--- src/rtl/magic_nmi_if.sv ---
// CPU-side bus bundle seen by the magic NMI sequencer: address/data/control
// from the Z80, INT from the clock generator, and the NMI line back to the CPU.
interface magic_nmi_if;
  logic [15:0] a;
  logic [7:0]  d;
  logic        m1;
  logic        mreq;
  logic        rd;
  logic        rfsh;
  logic        n_int;
  logic        n_nmi;

  modport master (output a, d, m1, mreq, rd, rfsh, n_int, input n_nmi);
  modport slave  (input a, d, m1, mreq, rd, rfsh, n_int, output n_nmi);
endinterface

--- src/rtl/magic_nmi.sv ---
// Magic-button NMI sequencer: debounces the button, raises NMI outside INT and
// keeps the service ROM mapped from the 0x0066 fetch until the handler's RETN.
module magic_nmi #(
  parameter int DEBOUNCE    = 16,
  parameter int NMI_TIMEOUT = 255
) (
  input  logic        rst_n,
  input  logic        clkcpu,
  input  logic        magic_button,
  magic_nmi_if.slave  cpu,
  output logic        magic_map,
  output logic        magic_active
);

  localparam int DBW = $clog2(DEBOUNCE + 1);
  localparam int TOW = $clog2(NMI_TIMEOUT + 1);
  localparam logic [DBW-1:0] DB_MAX = DBW'(DEBOUNCE);
  localparam logic [TOW-1:0] TO_MAX = TOW'(NMI_TIMEOUT);

  localparam logic [2:0] S_IDLE       = 3'd0;
  localparam logic [2:0] S_ARMED      = 3'd1;
  localparam logic [2:0] S_NMI_ASSERT = 3'd2;
  localparam logic [2:0] S_MAPPED     = 3'd3;
  localparam logic [2:0] S_UNMAP_PEND = 3'd4;

  logic           r_btn_meta;
  logic           r_btn_s;
  logic [DBW-1:0] r_db_cnt;
  logic [7:0]     r_op;
  logic           r_m1;
  logic           r_ed_flag;
  logic [2:0]     r_state;
  logic [TOW-1:0] r_to_cnt;
  logic           r_re_armed;
  logic           r_n_nmi;

  logic           w_db_change;
  logic           w_pressed;
  logic           w_released;
  logic           w_fetch;
  logic           w_m1_end;
  logic           w_m1_rise;
  logic           w_retn;
  logic           w_nmi_fetch;
  logic [TOW-1:0] w_to_next;
  logic           w_timeout;
  logic           w_map_r;
  logic           w_early_map;
  logic           w_early_unmap;

  // Counter measures how long btn_s has held its current level.
  assign w_db_change = r_btn_meta ^ r_btn_s;
  assign w_pressed   = (r_db_cnt == DB_MAX) &  r_btn_s;
  assign w_released  = (r_db_cnt == DB_MAX) & ~r_btn_s;

  assign w_fetch     = cpu.m1 & cpu.mreq & cpu.rd & ~cpu.rfsh;
  assign w_m1_end    = r_m1 & ~cpu.m1;
  assign w_m1_rise   = cpu.m1 & ~r_m1;
  assign w_retn      = r_ed_flag & (r_op[7:6] == 2'b01) & (r_op[2:0] == 3'b101)
                     & (r_op != 8'h4D);
  assign w_nmi_fetch = w_fetch & (cpu.a == 16'h0066);

  assign w_to_next   = (r_to_cnt == TO_MAX) ? r_to_cnt : r_to_cnt + 1'b1;
  assign w_timeout   = (w_to_next == TO_MAX);

  always_ff @(posedge clkcpu or negedge rst_n) begin
    if (!rst_n) begin
      r_btn_meta <= 1'b0;
      r_btn_s    <= 1'b0;
      r_db_cnt   <= '0;
    end else begin
      r_btn_meta <= magic_button;
      r_btn_s    <= r_btn_meta;
      if (w_db_change)
        r_db_cnt <= '0;
      else if (r_db_cnt != DB_MAX)
        r_db_cnt <= r_db_cnt + 1'b1;
    end
  end

  // RETN check uses the ed_flag from the previous opcode, so it is updated after.
  always_ff @(posedge clkcpu or negedge rst_n) begin
    if (!rst_n) begin
      r_op      <= 8'h00;
      r_m1      <= 1'b0;
      r_ed_flag <= 1'b0;
    end else begin
      r_m1 <= cpu.m1;
      if (w_fetch)
        r_op <= cpu.d;
      if (w_m1_end)
        r_ed_flag <= (r_op == 8'hED);
    end
  end

  always_ff @(posedge clkcpu or negedge rst_n) begin
    if (!rst_n) begin
      r_re_armed <= 1'b1;
    end else if ((r_state == S_IDLE) && w_pressed && r_re_armed) begin
      r_re_armed <= 1'b0;
    end else if (w_released) begin
      r_re_armed <= 1'b1;
    end
  end

  always_ff @(posedge clkcpu or negedge rst_n) begin
    if (!rst_n) begin
      r_state  <= S_IDLE;
      r_to_cnt <= '0;
      r_n_nmi  <= 1'b1;
    end else begin
      case (r_state)
        S_IDLE: begin
          r_n_nmi <= 1'b1;
          if (w_pressed && r_re_armed)
            r_state <= S_ARMED;
        end
        S_ARMED: begin
          if (cpu.n_int) begin
            r_n_nmi  <= 1'b0;
            r_to_cnt <= '0;
            r_state  <= S_NMI_ASSERT;
          end
        end
        S_NMI_ASSERT: begin
          r_to_cnt <= w_to_next;
          // A fetch landing on the timeout edge still counts as taken.
          if (w_nmi_fetch) begin
            r_n_nmi <= 1'b1;
            r_state <= S_MAPPED;
          end else if (w_timeout) begin
            r_n_nmi <= 1'b1;
            r_state <= S_IDLE;
          end
        end
        S_MAPPED: begin
          if (w_m1_end && w_retn)
            r_state <= S_UNMAP_PEND;
        end
        S_UNMAP_PEND: begin
          if (w_m1_rise)
            r_state <= S_IDLE;
        end
        default: begin
          r_n_nmi <= 1'b1;
          r_state <= S_IDLE;
        end
      endcase
    end
  end

  assign w_map_r       = (r_state == S_MAPPED) | (r_state == S_UNMAP_PEND);
  assign w_early_map   = (r_state == S_NMI_ASSERT) & cpu.m1 & cpu.mreq & (cpu.a == 16'h0066);
  assign w_early_unmap = (r_state == S_UNMAP_PEND) & cpu.m1;

  assign magic_map    = (w_map_r | w_early_map) & ~w_early_unmap;
  assign magic_active = (r_state != S_IDLE);
  assign cpu.n_nmi    = r_n_nmi;

endmodule

--- src/flat_wrapper.sv ---
// flat-port wrapper written by rule: the top's interface ports become plain ports
module magic_nmi_flat 
#(
  parameter int DEBOUNCE    = 16,
  parameter int NMI_TIMEOUT = 255
)
  (rst_n, clkcpu, magic_button, magic_map, magic_active, cpu_a, cpu_d, cpu_m1, cpu_mreq, cpu_rd, cpu_rfsh, cpu_n_int, cpu_n_nmi);
  magic_nmi_if cpu_i ();
  input  logic rst_n;
  input  logic clkcpu;
  input  logic magic_button;
  output logic magic_map;
  output logic magic_active;
  input wire logic [$bits(cpu_i.a)-1:0] cpu_a;
  input wire logic [$bits(cpu_i.d)-1:0] cpu_d;
  input wire logic [$bits(cpu_i.m1)-1:0] cpu_m1;
  input wire logic [$bits(cpu_i.mreq)-1:0] cpu_mreq;
  input wire logic [$bits(cpu_i.rd)-1:0] cpu_rd;
  input wire logic [$bits(cpu_i.rfsh)-1:0] cpu_rfsh;
  input wire logic [$bits(cpu_i.n_int)-1:0] cpu_n_int;
  output wire logic [$bits(cpu_i.n_nmi)-1:0] cpu_n_nmi;
  assign cpu_i.a = cpu_a;
  assign cpu_i.d = cpu_d;
  assign cpu_i.m1 = cpu_m1;
  assign cpu_i.mreq = cpu_mreq;
  assign cpu_i.rd = cpu_rd;
  assign cpu_i.rfsh = cpu_rfsh;
  assign cpu_i.n_int = cpu_n_int;
  assign cpu_n_nmi = cpu_i.n_nmi;
  magic_nmi #(.DEBOUNCE(DEBOUNCE), .NMI_TIMEOUT(NMI_TIMEOUT)) u_core (.rst_n(rst_n), .clkcpu(clkcpu), .magic_button(magic_button), .cpu(cpu_i), .magic_map(magic_map), .magic_active(magic_active));
endmodule
--- config.mk ---
export PLATFORM = sky130hd
export DESIGN_NAME = magic_nmi_flat
export DESIGN_NICKNAME = d
export VERILOG_FILES = /design/src/rtl/magic_nmi_if.sv /design/src/rtl/magic_nmi.sv /design/src/flat_wrapper.sv
export SDC_FILE = /design/constraint.sdc
export NUM_CORES = 1
export LEC_CHECK = 0
export BUFFER_PORTS_ARGS = -buffer_cell sky130_fd_sc_hd__clkbuf_2
export CAP_MARGIN = 20
export CORE_MARGIN = 2
export CORE_UTILIZATION = 40
export DETAILED_ROUTE_END_ITERATION = 8
export PLACE_DENSITY_LB_ADDON = 0.2
export SETUP_SLACK_MARGIN = 0.3
export SKIP_LAST_GASP = 1
export SYNTH_ARGS = -nofsm -noshare
export SYNTH_HDL_FRONTEND = slang
export SYNTH_SLANG_ARGS = --single-unit
--- constraint.sdc ---
create_clock -name clkcpu -period 3.1 [get_ports clkcpu]
set_input_delay 0.62 -clock clkcpu [delete_from_list [all_inputs] [get_ports clkcpu]]
set_output_delay 0.62 -clock clkcpu [all_outputs]
set_load 0.005 [all_outputs]
==> flow_summary.yaml, run 1 <==
place:
  pre_cts_ws_ps: 819.8
  dp_hpwl_um: 2777
  io_buffers: 34
  dp.cells: 247
  routabilityCongestion: 0.8406
flow_run:
  max_cap_viol_count: 0
layout:
  layout.core_utilization_pct: 50.41
  syn_to_final_growth_pct: 22.51
  final_cell_mix: "clkbuf_2, dfrtp_1, o21ai_0"
  diodes: 0
  fin_cells: 255
  layout_commonest_cell: "clkbuf_2"
  nNetsFinal: 239
  drive_gt1_share_pct: 29.27
grt:
  antenna_found_initial: 0
  globalRouteOverflowTotal: 0
  grt_pass1_wl_um: 6292
  grt_max_degree: 31
  grt_pass1_vias: 1426
  grtUsageTotal_pct: 18.21
floorplan:
  die_x_um: 67.92
  die_y_um: 67.92
  num_rows: 23
  pin_count: 35
  dieArea_um2: 4612
  initial_utilization_pct: 41.15
  core-area_um2: 3971
cts:
  cts_resized: 0
  cts_tree: "yes"
  cts.sinks: 30
  clockRootBuffer: "clkbuf_8"
  cts_buffers: 5
  clock_latency_ps: 280
  cts_max_path_buffers: 2
  hold_buffers: 0
  clkTransAtPathRegs_ps: 70
  post-cts-setup-buffers: 0
  cts-htree-levels: 2
sta:
  drv_slew: 0
  period_minus_slack_ps: 2357
  tns_ps: 0
  max_freq_mhz: 424.3
  period_share_pct: 76.02
  relSlewSlack_pct: 50.13
  worst_slew_pin_slew_ps: 748.1
  hold_viol: 0
  rsz0062_at_grt: "false"
  setup_viol: 0
  fin_ws_ps: 743.4
  fin_skew_ps: 6.425
drt:
  drt_first_pass_iters: 4
  drt_wl_total_um: 3730
  viasPerCell: 5.522
  wl_per_cell_um: 14.63
  route.detailed.drc: 0
  ant_nets: 0
  num_vias: 1408
  drt_iter0_drc: 71
worst_setup_path:
  startpoint_type: "primary input"
  crit_fanout: 2
  startpoint: "cpu_a[9]"
  crit_end: "magic_map"
  end_kind: "primary output"
  r2r_end: "u_core.r_state[1]"
  reg2reg_from: "u_core.r_to_cnt[0]"
  critical_path_class: "primary input to primary output"
  critPathArrivalTime_ps: 1740
  critical_path_required_ps: 2480
  reg2reg_slack_ps: 910
  r2r_cells: 6
synth:
  ys.flop_type: "dfrtp_1"
  ys_async_sr_fraction_pct: 100.0
  syn-mean-instance-area_um2: 9.844
  ys_warn_count: 0
  synth_edf_count: 0
  ys_ff_latch: 30
  yosysSeqAreaShare_pct: 46.09
  syn_area_um2: 1634
  syn-num-nets: 201
  synthCells: 166
  synth_cell_types: 46
min_path:
  hold_path.class: "primary input to asynchronous set/reset pin"
power_and_ir_drop:
  peakVddDrop_mv: 0.3825
  p_leak_nw: 0.8820
  p_per_area_nw_per_um2: 698.9
  power.total_mw: 1.399
outcome:
  status: "finished clean"
-- report_power, final --
group / internal, mW / switching, mW
Combinational: 0.190 / 0.219
Clock: 0.343 / 0.146
Sequential: 0.446 / 0.0555
Total: 0.979 / 0.420
-- cells by family (layout without fill, tap and decap cells) --
group,after synthesis,count (layout),share of synthesized area (%)
compound gates,40,40,15.24
xor+xnor,5,5,2.680
fa+ha+maj,3,3,2.297
buf+inv,11,50,2.527
flops,30,30,46.09
mux,8,8,5.513
simple gates,69,69,25.65
-- flip-flops by register name, indices dropped and copies added, names as in the netlist --
signal             count
u_core.r_ed_flag       1
u_core.r_to_cnt        8
u_core.r_btn_s         1
u_core.r_re_armed      1
u_core.r_m1            1
u_core.r_state         3
u_core.r_btn_meta      1
u_core.r_db_cnt        5
u_core.r_op            8
u_core.cpu.n_nmi       1
-- metal layers --
metal	track usage, %	vias to the layer above	share of wire (%)
li1	-	693	-
met1	20.90	689	44
met2	32.72	22	52
met3	4.934	4	3.6
met4	6.000	0	0.91
met5	0	-	0
-- critical path, cell delays in order --
cell	delay [ps]
clkbuf_2	90
nor4_1	370
nand4_1	170
nor2_1	120
nor2_1	60
o22ai_1	150
clkbuf_2	150
-- through the flow --
| step | hold slack, ps | instance area [µm²] |
|---|---|---|
| CTS | 416.1 | 2002 |
| detailed placement | 401.4 | 1859 |
| global route | 433.4 | 2002 |
| floorplan | 324.4 | 1634 |
| finish | 396.7 | 2002 |
| global placement | 383.5 | 1859 |
-- how the worst min path moves through the flow --
stage	startpoint	end	slack [ps]	depth (start not counted)
2_1_floorplan	rst_n	u_core.r_btn_meta	320	0
3_3_place_gp	u_core.r_btn_meta	u_core.r_btn_s	380	0
3_5_place_dp	u_core.r_btn_meta	u_core.r_btn_s	400	0
4_1_cts	rst_n	u_core.r_to_cnt[4]	420	1
5_1_grt	u_core.r_btn_meta	u_core.r_btn_s	430	0
6_report	rst_n	u_core.r_to_cnt[3]	400	1
-- cell usage after synthesis, types with 3 or more instances --
cell,n,area [µm²]
nand4_1,3,18.77
xor2_1,3,26.28
nand3_1,4,20.02
nor4bb_1,6,60.06
a21oi_1,10,50.05
nor2_1,12,45.04
nand4b_1,3,26.28
o21ai_0,14,70.07
dfrtp_1,28,700.7
ha_1,3,37.54
nor3_1,3,15.01
nor4_1,4,25.02
nand2b_1,4,25.02
clkbuf_1,4,15.01
mux2_2,8,90.09
inv_1,7,26.28
nand2_1,12,45.04
-- cell type report --
class | count | area, µm²
Sequential cell | 30 | 753.2
Clock buffer | 6 | 82.58
Tap cell | 50 | 62.56
Fill cell | 384 | 1969
Timing Repair Buffer | 35 | 177.7
Clock inverter | 2 | 60.06
Inverter | 7 | 26.28
Multi-Input combinational cell | 125 | 839.6
Note: power is estimated with default switching activity, not from simulation.
==> run 2: changes to the inputs <==
- ABC_AREA: default -> 1
- clock period: 3.1 -> 2.06 ns (I/O delays scaled with it)
==> flow_summary.yaml, run 2 <==
sta:
  timing.hold.ws_ps: 187.4
  setup_viol: 0
  worst_slew_pin_slew_ps: 751.2
  tns_ps: 0
  period_minus_slack_ps: 1862
  drv_slew: 0
  hold_viol: 0
  max_freq_mhz: 537.1
  relSlewSlack_pct: 49.92
  fin_ws_ps: 198.3
  rsz0062_at_grt: "true"
  fin_skew_ps: 3.505
  period_share_pct: 90.37
grt:
  met1_usage_pct: 23.08
  top_usage_layer: "met2"
  globalRouteOverflowTotal: 0
  grt_pass1_wl_um: 6734
  antenna_found_initial: 0
  grtUsageTotal_pct: 17.40
  grtUsageMet3_pct: 4.906
  grt_pass1_vias: 1575
  grt_max_degree: 31
  grt_use_met2_pct: 27.20
floorplan:
  initial_utilization_pct: 42.62
  core-area_um2: 4086
  die_x_um: 69.99
  num_rows: 23
  die_y_um: 69.99
  pin_count: 35
  dieArea_um2: 4898
synth:
  synth_compound_area_share_pct: 7.902
  synthAdderAreaFrac_pct: 2.155
  muxShareOfSynthArea_pct: 0
  ys_async_sr_fraction_pct: 100.0
  synth_top_family_by_area: "simple AND/OR/NAND/NOR gates"
  synth_xor_area_share_pct: 2.011
  ys_warn_count: 0
  synth.top_cells.by_count: "nand2_1, dfrtp_1, inv_1"
  syn-num-nets: 264
  yosysTopAreaCellShare_pct: 40.23
  synth_area_leaders: "dfrtp_1, nand2_1, nand3_1, inv_1, o21ai_0"
  ys.flop_type: "dfrtp_1"
  yosysTopAreaCell: "dfrtp_1"
  yosysMostFrequentCell: "nand2_1"
  syn_area_um2: 1742
  synthCells: 229
  synth_edf_count: 0
  yosysSeqAreaShare_pct: 43.25
  synth_cell_types: 32
  synth_simple_gate_area_share_pct: 37.28
  ys_ff_latch: 30
  syn-mean-instance-area_um2: 7.606
place:
  dp.cells: 314
  dp_hpwl_um: 2670
  routabilityCongestion: 0.8058
  place_area_um2: 1988
  io_buffers: 34
  pre_cts_ws_ps: 285.8
layout:
  final_cell_mix: "nand2_1, clkbuf_2, inv_1"
  drive_gt1_share_pct: 32.97
  layout_commonest_cell: "nand2_1"
  reg_top3: "u_core.r_op x8, u_core.r_to_cnt x8, u_core.r_db_cnt x5"
  final_area_um2: 2261
  fin_cells: 329
  nNetsFinal: 313
  diodes: 0
  syn_to_final_growth_pct: 29.81
  layout.core_utilization_pct: 55.33
cts:
  clockRootBuffer: "clkbuf_8"
  cts_max_path_buffers: 2
  cts_buffers: 5
  cts_tree: "yes"
  clkTransAtPathRegs_ps: 70
  cts.sinks: 30
  clock_latency_ps: 280
  cts-htree-levels: 2
drt:
  wl_per_cell_um: 11.67
  drt_wl_total_um: 3839
  ant_nets: 0
  drt_iter0_drc: 61
  route.detailed.drc: 0
  viasPerCell: 4.991
  num_vias: 1642
  drt_first_pass_iters: 4
power_and_ir_drop:
  intPower_mw: 2.409
  p_clk_share_pct: 16.2
  pwr-share-comb_pct: 66.4
  pwr-share-seq_pct: 17.4
  peakVddDrop_mv: 1.882
  p_leak_nw: 1.186
  p_per_area_nw_per_um2: 2033
  switching_power_mw: 2.186
  power.total_mw: 4.595
  swShare_pct: 47.57
worst_setup_path:
  r2r_cells: 12
  reg2reg_from: "u_core.r_to_cnt[1]"
  startpoint_type: "register"
  reg2reg_slack_ps: 370
  crit_fanout: 4
  end_kind: "primary output"
  r2r_end: "u_core.r_state[0]"
  critical_path_class: "register to primary output"
  critical_path_required_ps: 1650
  critPathArrivalTime_ps: 1450
outcome:
  status: "finished clean"
flow_run:
  max_cap_viol_count: 0
min_path:
  hold_path.class: "primary input to asynchronous set/reset pin"
[run 2: changes by cell type after synthesis, sizes merged, moves of 4 or more]
cell	previous run	this run
a21oi	10	2
nor4bb	6	0
o21ai	14	18
nand3	4	22
nand2	13	72
inv	7	32
nor4	4	0
mux2	8	0
nor2	12	22
nor3	3	11
nand2b	4	0
[run 2: kinds of logic after synthesis]
group	Yosys count
AOI/OAI and AO/OA	24
DFF	30
adders and majority gates	3
and+or+nand+nor	134
buffers and inverters	34
xor gates and xnor gates	4
[run 2: power groups by stage]
stage	clock, mW	sequential [mW]	combinational (mW)
2_1_floorplan	0	0.779	2.41
3_3_place_gp	0	0.804	2.77
3_5_place_dp	0	0.805	2.77
4_1_cts	0.751	0.791	2.81
5_1_grt	0.785	0.819	3.34
6_report	0.743	0.802	3.05
[run 2: how the worst max path moves through the flow]
stage	from	end	slack, ps	cells past startpoint
2_1_floorplan	u_core.r_state[0]	magic_map	430	4
3_3_place_gp	u_core.r_to_cnt[0]	u_core.r_state[0]	300	12
3_5_place_dp	cpu_a[9]	magic_map	290	8
4_1_cts	u_core.r_state[1]	magic_map	190	6
5_1_grt	u_core.r_state[0]	magic_map	110	5
6_report	u_core.r_state[0]	magic_map	200	5
[run 2: final cells by class]
| cell class | count | area (µm²) |
|---|---|---|
| Timing Repair Buffer | 44 | 245.2 |
| Clock inverter | 2 | 60.06 |
| Multi-Input combinational cell | 165 | 932.1 |
| Inverter | 32 | 120.1 |
| Clock buffer | 6 | 82.58 |
| Tap cell | 50 | 62.56 |
| Sequential cell | 30 | 758.2 |
| Fill cell | 385 | 1826 |
[run 2: timing repair]
action	4_1_cts	5_1_grt
setup buffers	3	4
hold buffers	0	0
pin swaps	3	5
setup endpoints to repair	3	6
resized for setup	7	12
[run 2: metal layers]
metal / share of wire, % / up-vias / routed length (µm)
li1: - / 837 / -
met1: 48 / 753 / 1824
met2: 46 / 46 / 1751
met3: 5.4 / 6 / 209
met4: 1.4 / 0 / 53
met5: 0 / - / 0
[run 2: critical path, cell delays in order (launching register included)]
cell       delay [ps]
dfrtp_2           460
nor3_4            220
inv_2              90
nor3_4            130
a2bb2oi_2         140
clkbuf_2          120
